--- src/rtl/div_pkg.sv ---
// rtl/div_pkg.sv - shared types, constants and helpers for the sequential divider
package div_pkg;

    localparam int DEF_N = 8;

    typedef enum logic [1:0] {
        IDLE = 2'd0,
        RUN  = 2'd1,
        DONE = 2'd2
    } div_state_e;

    // Width that can hold every value 0..n, so a step count of n never wraps.
    function automatic int cnt_width(input int n);
        return $clog2(n + 1);
    endfunction

endpackage

--- src/rtl/u_seqdiv_if.sv ---
// rtl/u_seqdiv_if.sv - operand/result handshake bundle for the sequential divider
interface u_seqdiv_if #(
    parameter int N = div_pkg::DEF_N
) ();
    logic         in_valid;
    logic         in_ready;
    logic [N-1:0] a;
    logic [N-1:0] b;
    logic         out_valid;
    logic         out_ready;
    logic [N-1:0] q;
    logic [N-1:0] r;
    logic         dz;

    modport master (
        output in_valid, a, b, out_ready,
        input  in_ready, out_valid, q, r, dz
    );

    modport slave (
        input  in_valid, a, b, out_ready,
        output in_ready, out_valid, q, r, dz
    );
endinterface

--- src/rtl/div_step.sv ---
// rtl/div_step.sv - one restoring division step: shift, trial subtract, select
module div_step
    import div_pkg::*;
#(
    parameter int N = DEF_N
) (
    input  logic [N-1:0] r_i,
    input  logic         bit_i,
    input  logic [N-1:0] d_i,
    output logic [N-1:0] r_o,
    output logic         q_o
);

    logic [N:0] shifted;
    logic [N:0] trial;
    logic [N:0] sel;
    logic       unused_sel_msb;

    // The shifted remainder can reach 2^(N+1)-1, so the trial subtract is N+1
    // bits wide; divisors with the top bit set are then compared correctly.
    always_comb begin
        shifted = {r_i, bit_i};
        trial   = shifted - {1'b0, d_i};
        q_o     = (shifted >= {1'b0, d_i});
        sel     = q_o ? trial : shifted;
    end

    // Whichever value is kept is below 2^N (either < divisor or < shifted with
    // a cleared top bit after restore), so the top bit is always zero.
    assign r_o            = sel[N-1:0];
    assign unused_sel_msb = sel[N];

endmodule

--- src/rtl/u_seqdiv.sv ---
// rtl/u_seqdiv.sv - sequential restoring divider, one quotient bit per clock (SEQDIV_TRUNC_EN enables low-bit truncation)
module u_seqdiv
    import div_pkg::*;
#(
    parameter int N       = DEF_N,
    parameter int TRUNC_K = 0
) (
    input  logic        clk,
    input  logic        rst,
    u_seqdiv_if.slave   div_if
);

`ifdef SEQDIV_TRUNC_EN
    localparam int STEPS = N - TRUNC_K;
`else
    localparam int STEPS = N;
`endif
    localparam int CW = cnt_width(N);

    if (N < 2 || N > 32) begin : g_bad_n
        $error("u_seqdiv: N must be in 2..32");
    end
    if (TRUNC_K < 0 || TRUNC_K > N - 1) begin : g_bad_k
        $error("u_seqdiv: TRUNC_K must be in 0..N-1");
    end

    div_state_e   state_q, state_d;
    logic [N-1:0] q_q, q_d;
    logic [N-1:0] r_q, r_d;
    logic [N-1:0] d_q, d_d;
    logic         dz_q, dz_d;
    logic [CW-1:0] cnt_q, cnt_d;

    logic         accept;
    logic         last_step;
    logic [N-1:0] step_r;
    logic         step_qbit;

    assign accept    = div_if.in_valid && (state_q == IDLE);
    assign last_step = (cnt_q == CW'(STEPS - 1));

    div_step #(.N(N)) u_step (
        .r_i   (r_q),
        .bit_i (q_q[N-1]),
        .d_i   (d_q),
        .r_o   (step_r),
        .q_o   (step_qbit)
    );

    // State register; reset aborts any division in flight.
    always_ff @(posedge clk or posedge rst) begin
        if (rst) begin
            state_q <= IDLE;
        end else begin
            state_q <= state_d;
        end
    end

    // Next state: accept -> STEPS run cycles -> hold result until taken.
    always_comb begin
        state_d = state_q;
        case (state_q)
            IDLE:    if (accept) state_d = RUN;
            RUN:     if (last_step) state_d = DONE;
            DONE:    if (div_if.out_ready) state_d = IDLE;
            default: state_d = IDLE;
        endcase
    end

    // Handshake outputs and result presentation.
    always_comb begin
        div_if.in_ready  = (state_q == IDLE);
        div_if.out_valid = (state_q == DONE);
`ifdef SEQDIV_TRUNC_EN
        // Computed bits sit in the low STEPS positions; move them to the top.
        div_if.q = q_q << TRUNC_K;
`else
        div_if.q = q_q;
`endif
        div_if.r  = r_q;
        div_if.dz = dz_q;
    end

    // Datapath next state: capture on accept, one restoring step per RUN cycle.
    always_comb begin
        q_d   = q_q;
        r_d   = r_q;
        d_d   = d_q;
        dz_d  = dz_q;
        cnt_d = cnt_q;
        case (state_q)
            IDLE: begin
                if (accept) begin
                    q_d   = div_if.a;
                    d_d   = div_if.b;
                    r_d   = '0;
                    dz_d  = (div_if.b == '0);
                    cnt_d = '0;
                end
            end
            RUN: begin
                q_d   = {q_q[N-2:0], step_qbit};
                r_d   = step_r;
                cnt_d = cnt_q + CW'(1);
            end
            default: ;
        endcase
    end

    // Datapath registers.
    always_ff @(posedge clk or posedge rst) begin
        if (rst) begin
            q_q   <= '0;
            r_q   <= '0;
            d_q   <= '0;
            dz_q  <= 1'b0;
            cnt_q <= '0;
        end else begin
            q_q   <= q_d;
            r_q   <= r_d;
            d_q   <= d_d;
            dz_q  <= dz_d;
            cnt_q <= cnt_d;
        end
    end

endmodule

--- src/flat_wrapper.sv ---
// flat-port wrapper written by rule: the top's interface ports become plain ports
module u_seqdiv_flat import div_pkg::*;
#(
    parameter int N       = DEF_N,
    parameter int TRUNC_K = 0
)
  (clk, rst, div_if_in_valid, div_if_a, div_if_b, div_if_out_ready, div_if_in_ready, div_if_out_valid, div_if_q, div_if_r, div_if_dz);
  u_seqdiv_if #(.N(N)) div_if_i ();
  input  logic clk;
  input  logic rst;
  input wire logic [$bits(div_if_i.in_valid)-1:0] div_if_in_valid;
  input wire logic [$bits(div_if_i.a)-1:0] div_if_a;
  input wire logic [$bits(div_if_i.b)-1:0] div_if_b;
  input wire logic [$bits(div_if_i.out_ready)-1:0] div_if_out_ready;
  output wire logic [$bits(div_if_i.in_ready)-1:0] div_if_in_ready;
  output wire logic [$bits(div_if_i.out_valid)-1:0] div_if_out_valid;
  output wire logic [$bits(div_if_i.q)-1:0] div_if_q;
  output wire logic [$bits(div_if_i.r)-1:0] div_if_r;
  output wire logic [$bits(div_if_i.dz)-1:0] div_if_dz;
  assign div_if_i.in_valid = div_if_in_valid;
  assign div_if_i.a = div_if_a;
  assign div_if_i.b = div_if_b;
  assign div_if_i.out_ready = div_if_out_ready;
  assign div_if_in_ready = div_if_i.in_ready;
  assign div_if_out_valid = div_if_i.out_valid;
  assign div_if_q = div_if_i.q;
  assign div_if_r = div_if_i.r;
  assign div_if_dz = div_if_i.dz;
  u_seqdiv #(.N(N), .TRUNC_K(TRUNC_K)) u_core (.clk(clk), .rst(rst), .div_if(div_if_i));
endmodule
--- config.mk ---
export PLATFORM = sky130hd
export DESIGN_NAME = u_seqdiv_flat
export DESIGN_NICKNAME = d
export VERILOG_FILES = /design/src/rtl/div_pkg.sv /design/src/rtl/u_seqdiv_if.sv /design/src/rtl/div_step.sv /design/src/rtl/u_seqdiv.sv /design/src/flat_wrapper.sv
export SDC_FILE = /design/constraint.sdc
export NUM_CORES = 1
export LEC_CHECK = 0
export BUFFER_PORTS_ARGS = -buffer_cell sky130_fd_sc_hd__buf_2
export CAP_MARGIN = 5
export CORE_ASPECT_RATIO = 0.6
export CORE_MARGIN = 8
export CORE_UTILIZATION = 49
export CTS_BUF_LIST = sky130_fd_sc_hd__clkbuf_16
export DETAILED_ROUTE_END_ITERATION = 8
export PLACE_DENSITY = 0.85
export SLEW_MARGIN = 20
export SYNTH_ARGS = -nofsm -noshare
export SYNTH_HDL_FRONTEND = slang
export SYNTH_SLANG_ARGS = --single-unit
--- constraint.sdc ---
create_clock -name clk -period 1.75 [get_ports clk]
set_input_delay 0.4375 -clock clk [delete_from_list [all_inputs] [get_ports clk]]
set_output_delay 0.4375 -clock clk [all_outputs]
set_load 0.02 [all_outputs]
==> results of run 1 <==
[logic make-up after synthesis]
logic type	after synthesis	synth area share
xor gates and xnor gates	2	0.00930
DFF	31	0.412
and+or+nand+nor	72	0.181
adders and majority gates	10	0.0704
muxes	7	0.0379
AOI/OAI and AO/OA	60	0.222
buffers and inverters	26	0.0671
[per-layer routing]
| metal | up-vias | global-route usage |
|---|---|---|
| met4 | 0 | 0.0610 |
| li1 | 883 | - |
| met2 | 57 | 0.272 |
| met3 | 11 | 0.0513 |
| met1 | 863 | 0.259 |
| met5 | - | 0 |
[per-stage QoR]
stage	hold slack, ps	area, µm²	util	setup TNS, ps
floorplan	454	1970	-	-344
global placement	478	2410	0.656	-391
detailed placement	487	2410	0.656	-866
CTS	247	2640	0.717	-721
global route	290	2720	0.740	-1280
finish	232	2720	0.740	-985
[placed cells by master (no fill, tap or decap), types with 5 or more instances in the layout]
cell / netlist / layout
buf_4: 1 / 36
ha_4: 0 / 6
clkbuf_16: 0 / 5
nand2b_1: 7 / 6
o211ai_2: 5 / 5
buf_2: 2 / 38
nand2_1: 34 / 34
buf_6: 3 / 6
inv_1: 13 / 9
o21ai_1: 16 / 15
mux2i_1: 6 / 6
dfrtp_2: 0 / 5
nor2_1: 9 / 9
o21ai_0: 13 / 12
dfrtp_1: 31 / 26
[timing repair]
| item | in CTS | in global routing |
|---|---|---|
| buffers inserted | 3 | 3 |
| hold endpoints to repair | 0 | 0 |
| pin swaps | 6 | 18 |
| resized for setup | 15 | 14 |
| setup endpoints to repair | 9 | 9 |
[synthesized netlist by cell type, drive strengths merged]
| cell type | number | area share |
|---|---|---|
| clkbuf | 5 | 0.010 |
| nand4 | 1 | 0.0033 |
| a2111o | 1 | 0.0060 |
| and4 | 1 | 0.0047 |
| nand3b | 2 | 0.0080 |
| o21bai | 1 | 0.0040 |
| fa | 1 | 0.011 |
| nor3 | 1 | 0.0027 |
| a22o | 1 | 0.0047 |
| nand2b | 7 | 0.023 |
| mux2i | 6 | 0.032 |
| buf | 8 | 0.031 |
| a311oi | 1 | 0.0047 |
| nor4 | 2 | 0.0066 |
| and3 | 2 | 0.0066 |
| ha | 9 | 0.060 |
| dfrtp | 31 | 0.41 |
| o221ai | 1 | 0.0047 |
| nand2 | 34 | 0.068 |
| and2 | 1 | 0.0033 |
| o21ai | 29 | 0.077 |
| or3 | 1 | 0.0033 |
| o211ai | 9 | 0.049 |
| nor2b | 4 | 0.013 |
| xor2 | 2 | 0.0093 |
| o31a | 1 | 0.0047 |
| o31ai | 1 | 0.0040 |
| a211oi | 1 | 0.0040 |
| nor3b | 1 | 0.0040 |
| mux2 | 1 | 0.0060 |
| a211o | 1 | 0.0047 |
| a21o | 2 | 0.0080 |
| inv | 13 | 0.026 |
| or2 | 1 | 0.0033 |
| nand3 | 5 | 0.013 |
| o311ai | 3 | 0.022 |
| nor2 | 9 | 0.018 |
| a21oi | 6 | 0.018 |
| a31oi | 2 | 0.0066 |
[state kept, by name, indices dropped and copies added (netlist names)]
name              count
u_core.div_if.r       8
u_core.d_q            8
u_core.div_if.q       8
u_core.state_q        2
u_core.div_if.dz      1
u_core.cnt_q          4
[worst max-delay path: cells and delay by family, from the launching register on]
| family | cells | cell delay, ps |
|---|---|---|
| flops | 1 | 430 |
| simple gates | 1 | 290 |
| compound gates | 3 | 750 |
| fa+ha+maj | 1 | 220 |
| buf+inv | 1 | 120 |
[final cells by class]
| cell class | instances | area, µm² |
|---|---|---|
| multi-input combinational | 151 | 1170 |
| tap | 47 | 58.8 |
| sequential | 31 | 782 |
| clock buffer | 5 | 125 |
| inverter | 13 | 48.8 |
| fill | 256 | 958 |
| timing repair buffer | 80 | 528 |
| clock inverter | 2 | 8.76 |
[how the worst max path moves through the flow]
| stage | end | start | slack (ps) |
|---|---|---|---|
| floorplan | u_core.div_if.r[0] | u_core.div_if.r[5] | -100 |
| global placement | u_core.div_if.r[0] | u_core.d_q[1] | -70 |
| detailed placement | u_core.div_if.r[6] | u_core.div_if.q[7] | -150 |
| CTS | u_core.div_if.r[6] | u_core.div_if.q[7] | -140 |
| global route | u_core.div_if.r[0] | u_core.div_if.r[5] | -200 |
| finish | u_core.div_if.r[1] | u_core.div_if.r[5] | -160 |
==> metrics.md, run 1 <==
| Metric | Value |
|---|---|
| R2R setup slack | -160 ps |
| Buffers added on ports | 38 |
| Setup crit end kind | flop |
| WS Path Type | reg2reg |
| Peak fanout along the critical path | 4 |
| Reg2Reg Launch Point | u_core.div_if.r[5] |
| Root Buffer | clkbuf_16 |
| Startpoint Class | flop |
| Post-synthesis instance area | 0.00188 mm² |
| Met2 wire length | 2510 µm |
| Vias | approximately 1.8k |
| Worst Path Arrival | 2090 ps |
| Violated checks | setup timing |
| Clock Sinks | 31 |
| Final Setup Violations | 9 |
| Antenna diodes | 0 |
| DR vias/cell | 5.51 |
| Die area | between 0.006 and 0.007 mm² |
| Worst R2R End | u_core.div_if.r[1] |
| Max Cap Viol | 0 |
| Syn_nets | roughly 240 |
| Register area share after synthesis | 0.412 |
| Req. time, crit path | ~1900 ps |
| Core area | 0.00368 mm² |
| Layout cells sized above 1 | 0.440 |
| Met3 routed WL | 348 µm |
| CTS Buf Count | 5 |
| Max layer used | met4 |
| Die Wd | slightly below 100 µm |
| Grt total ovfl | 0 |
| Clk slew on worst S/H paths | around 50 ps |
| Final Hold Violating Endpoints | 0 |
| 1st-pass router iterations | 4 |
| RSZ-0062 raised after global routing | true |
| Slew margin rel. | 0.636 |
| Largest net degree at the start of global routing | 32 |
| Final ANT Viol Nets | 0 |
| Max Root-Sink Buffers | 2 |
| Top-level I/O count | 39 |
| DR WL/cell | roughly 17 µm |
| Final setup margin | -163 ps |
| Crit-path cells | ha_4 -> a21o_1 -> a211o_1 -> or2_4 -> buf_6 -> o311ai_4 |
| Hold Path Class | in2async |
| Final Cycle Share | 1.09 |
| H-tree levels | 2 |
| DRC Markers | 0 |
| Clock Latency Late Sink | approximately 280 ps |
| Status | finished, violations left |
| Layout Nets | between 300 and 400 |
| Routability congestion estimate from global placement | slightly below 0.9 |
| Initial Util | 0.512 |
| Die Ht | ~64 µm |
| P&R area growth vs syn | 44.5% |
| Tmin final | 1910 ps |
| Slowest cell delay on critical path | about 430 ps |
| Synth Area per Inst | approximately 9 µm² |
| DP HPWL | 3800 µm |
| Hold-fix buffers, CTS | 0 |
| Clock tree from TritonCTS | built |
| Dpl ws | -150 ps |
| Metal-1 WL | around 2600 µm |
| Final Skew | between 8 and 9 ps |
| Cells after synthesis | around 210 |
| Initial antenna violation count | 0 |
| Initial DRC count | 110 |
| Yosys warns | 0 |
| Worst r2r path cells | 6 |
| Yosys cell types | 46 |
| Placed Cells incl. Taps | 316 |
| Synthesized flop and latch total | 31 |
| First-pass GRT wire length | 8890 µm |
| Vias in the first global route | 1775 |
| Worst-margin pin slew | 546 ps |
| Final wirelength | about 5600 µm |
| Fmax | between 500 and 600 MHz |
| Finished Layout Cells | between 300 and 400 |
| Gr usage total | 0.187 |
| # rows | 17 |
| Slew Viols, Final | 0 |
| Max stage delay cell, worst path | dfrtp_2 |
Power of run 1 is not shown: default switching activity piles up to over one toggle a cycle in this logic, so the estimate is an artifact.
==> run 2, diff against run 1 <==
CORE_UTILIZATION = 40   (was 49)
PLACE_DENSITY = 0.74   (was 0.85)
==> run 2 against run 1 <==
Net effect: the flow still finishes with violations (setup timing); register-to-register slack improved by 50 ps; die area rose by 18%; final area fell by 1.0%; global-route usage fell by 4.3 points; count of clock-buffer cells in the layout did not move.
==> metrics.md, run 2 (synthesis results as in run 1) <==
| Metric | Value |
|---|---|
| Status | finished, violations left (unchanged) |
| Violated checks | setup timing (unchanged) |
| Hold Path Class | in2async (unchanged) |
| Hold-fix buffers, CTS | 0 (unchanged) |
| Max Root-Sink Buffers | 2 (unchanged) |
| Grt total ovfl | 0 (unchanged) |
| Layout cells sized above 1 | 0.427 (was 0.440) |
| Met2 wire length | 2210 µm (was 2510 µm) |
| Fmax | 537 MHz (was 523 MHz) |
| Vias in the first global route | 1753 (was 1775) |
| Cell-internal power | 3820 µW |
| Cell Pwr Density | ~2500 mW/mm² |
| WS Path Type | reg2reg (unchanged) |
| Final wirelength | 5110 µm (was 5550 µm) |
| First-pass GRT wire length | 8630 µm (was 8890 µm) |
| Antenna diodes | 0 (unchanged) |
| Clock Latency Late Sink | 270 ps (was 280 ps) |
| Met3 routed WL | 381 µm (was 348 µm) |
| Vias | 1746 (was 1814) |
| Slew Viols, Final | 0 (unchanged) |
| Initial Util | 0.415 (was 0.512) |
| Worst VDD drop | 905 µV |
| Max stage delay cell, worst path | dfrtp_2 (unchanged) |
| Clock power share | 0.118 |
| Final Cycle Share | 1.06 (was 1.09) |
| Routability congestion estimate from global placement | 0.824 (was 0.886) |
| Final Hold Violating Endpoints | 0 (unchanged) |
| Slowest cell delay on critical path | 420 ps (was 430 ps) |
| Slew margin rel. | 0.560 (was 0.636) |
| Seq pwr share | 0.198 |
| Final ANT Viol Nets | 0 (unchanged) |
| Worst-margin pin slew | 660 ps (was 546 ps) |
| Metal-1 WL | 2500 µm (was 2620 µm) |
| Most common cell after layout, fill and taps aside | buf_2 (unchanged) |
| Overall Power | around 6800 µW |
| P_leak | around 0.0013 µW |
| Sw frac | 0.438 |
| Dpl ws | -152 ps (was -150 ps) |
| Gr usage total | 0.144 (was 0.187) |
| Initial DRC count | 108 (was 110) |
| Total negative slack | -532 ps (was -985 ps) |
| Combinational power share | 0.684 |
| Commonest cells after routing, fill and taps aside | buf_2 (38), nand2_1 (34), buf_4 (34) (was buf_2 (38), buf_4 (36), nand2_1 (34)) |
| Initial antenna violation count | 0 (unchanged) |
| Core area | 0.00454 mm² (was 0.00368 mm²) |
| H-tree levels | 2 (unchanged) |
| RSZ-0062 raised after global routing | true (unchanged) |
| Crit-path cells | ha_4 -> a21o_1 -> a21oi_2 -> a31oi_2 -> buf_4 -> or3_4 -> o211ai_2 (was ha_4 -> a21o_1 -> a211o_1 -> or2_4 -> buf_6 -> o311ai_4) |
| Peak fanout along the critical path | 6 (was 4) |
| Req. time, crit path | 1930 ps (about the same) |
| DP HPWL | 3830 µm (was 3800 µm) |
| Max layer used | met4 (unchanged) |
| Layout Nets | 308 (was 312) |
| DRC Markers | 0 (unchanged) |
| Startpoint Class | flop (unchanged) |
| Tmin final | 1860 ps (was 1910 ps) |
| Die area | 0.00723 mm² (was 0.00615 mm²) |
| Largest net degree at the start of global routing | 32 (unchanged) |
| Die Wd | 105 µm (was 96.0 µm) |
| P&R area growth vs syn | 43.1% (was 44.5%) |
| Root Buffer | clkbuf_16 (unchanged) |
| Switching Power | between 2000 and 3000 µW |
| Max Cap Viol | 0 (unchanged) |
| Finished Cell Area | 0.00269 mm² (was 0.00272 mm²) |
| DR WL/cell | 14.9 µm (was 16.9 µm) |
| Clock tree from TritonCTS | built (unchanged) |
| Final Setup Violations | 7 (was 9) |
| Final setup margin | -111 ps (was -163 ps) |
| 1st-pass router iterations | 4 (unchanged) |
| Setup crit end kind | flop (unchanged) |
| Buffers added on ports | 38 (unchanged) |
| Die Ht | 69.1 µm (was 64.0 µm) |
| DR vias/cell | 5.11 (was 5.51) |
| Area post-placement | 0.00245 mm² (was 0.00241 mm²) |
| Clk slew on worst S/H paths | 50 ps (about the same) |
| Fillcell total | 389 (was 256) |
| R2R setup slack | -110 ps (was -160 ps) |
| Clock Sinks | 31 (unchanged) |
| Worst Path Arrival | 2040 ps (was 2090 ps) |
| CTS Buf Count | 5 (unchanged) |
| Final Skew | 3.51 ps (was 8.71 ps) |
| # rows | 19 (was 17) |
| Top-level I/O count | 39 (unchanged) |
## run 2: cell type report
class	instances	area (µm²)	area share
clock buffer	5	125	0.0464
clock inverter	3	12.5	0.00464
inverter	13	48.8	0.0181
multi-input combinational	151	1150	0.426
sequential	31	781	0.290
tap	63	78.8	0.0293
timing repair buffer	76	499	0.185
## run 2: routing by layer
metal | vias up | GRT usage
li1 | 873 | -
met1 | 823 | 0.201
met2 | 46 | 0.208
met3 | 4 | 0.0473
met4 | 0 | 0.0346
met5 | - | 0
## run 2: critical path: cells and delay by family (launching register included)
| family | cells | cell delay [ps] |
|---|---|---|
| AOI/OAI and AO/OA | 4 | 560 |
| DFF | 1 | 420 |
| and+or+nand+nor | 1 | 360 |
| adders and majority gates | 1 | 250 |
| buffers and inverters | 1 | 180 |
## run 2: power by group through the flow
stage               registers, µW  logic, µW  clock network [µW]
finish                       1340       4650                 803
global route                 1380       5120                 848
CTS                          1340       4390                 817
detailed placement           1340       4140                   0
global placement             1320       4030                   0
floorplan                    1520       2570                   0
## run 2: worst paths after layout
kind,start,endpoint,cells past startpoint
worst max-delay path,u_core.div_if.r[2],u_core.div_if.r[2],7
worst min-delay path,rst,u_core.d_q[3],3
worst max register to register,u_core.div_if.r[2],u_core.div_if.r[2],7
worst min register to register,u_core.cnt_q[3],u_core.state_q[1],1
max in group asynchronous,rst,u_core.div_if.r[5],3
min in group clk,div_if_b[1],u_core.d_q[1],3
## run 2: what timing repair did
item,in CTS,in global routing
gates cloned,0,0
buffers inserted,0,2
resized for setup,14,8
setup endpoints to repair,9,9
pin swaps,7,9
## run 2: stage by stage
stage	hold slack, ps	util	instances
6_report	247	0.593	342
5_1_grt	277	0.593	342
4_1_cts	255	0.582	340
3_5_place_dp	482	0.539	332
3_3_place_gp	476	0.539	332
2_1_floorplan	454	-	208
Note: power is estimated with default switching activity, not from simulation.
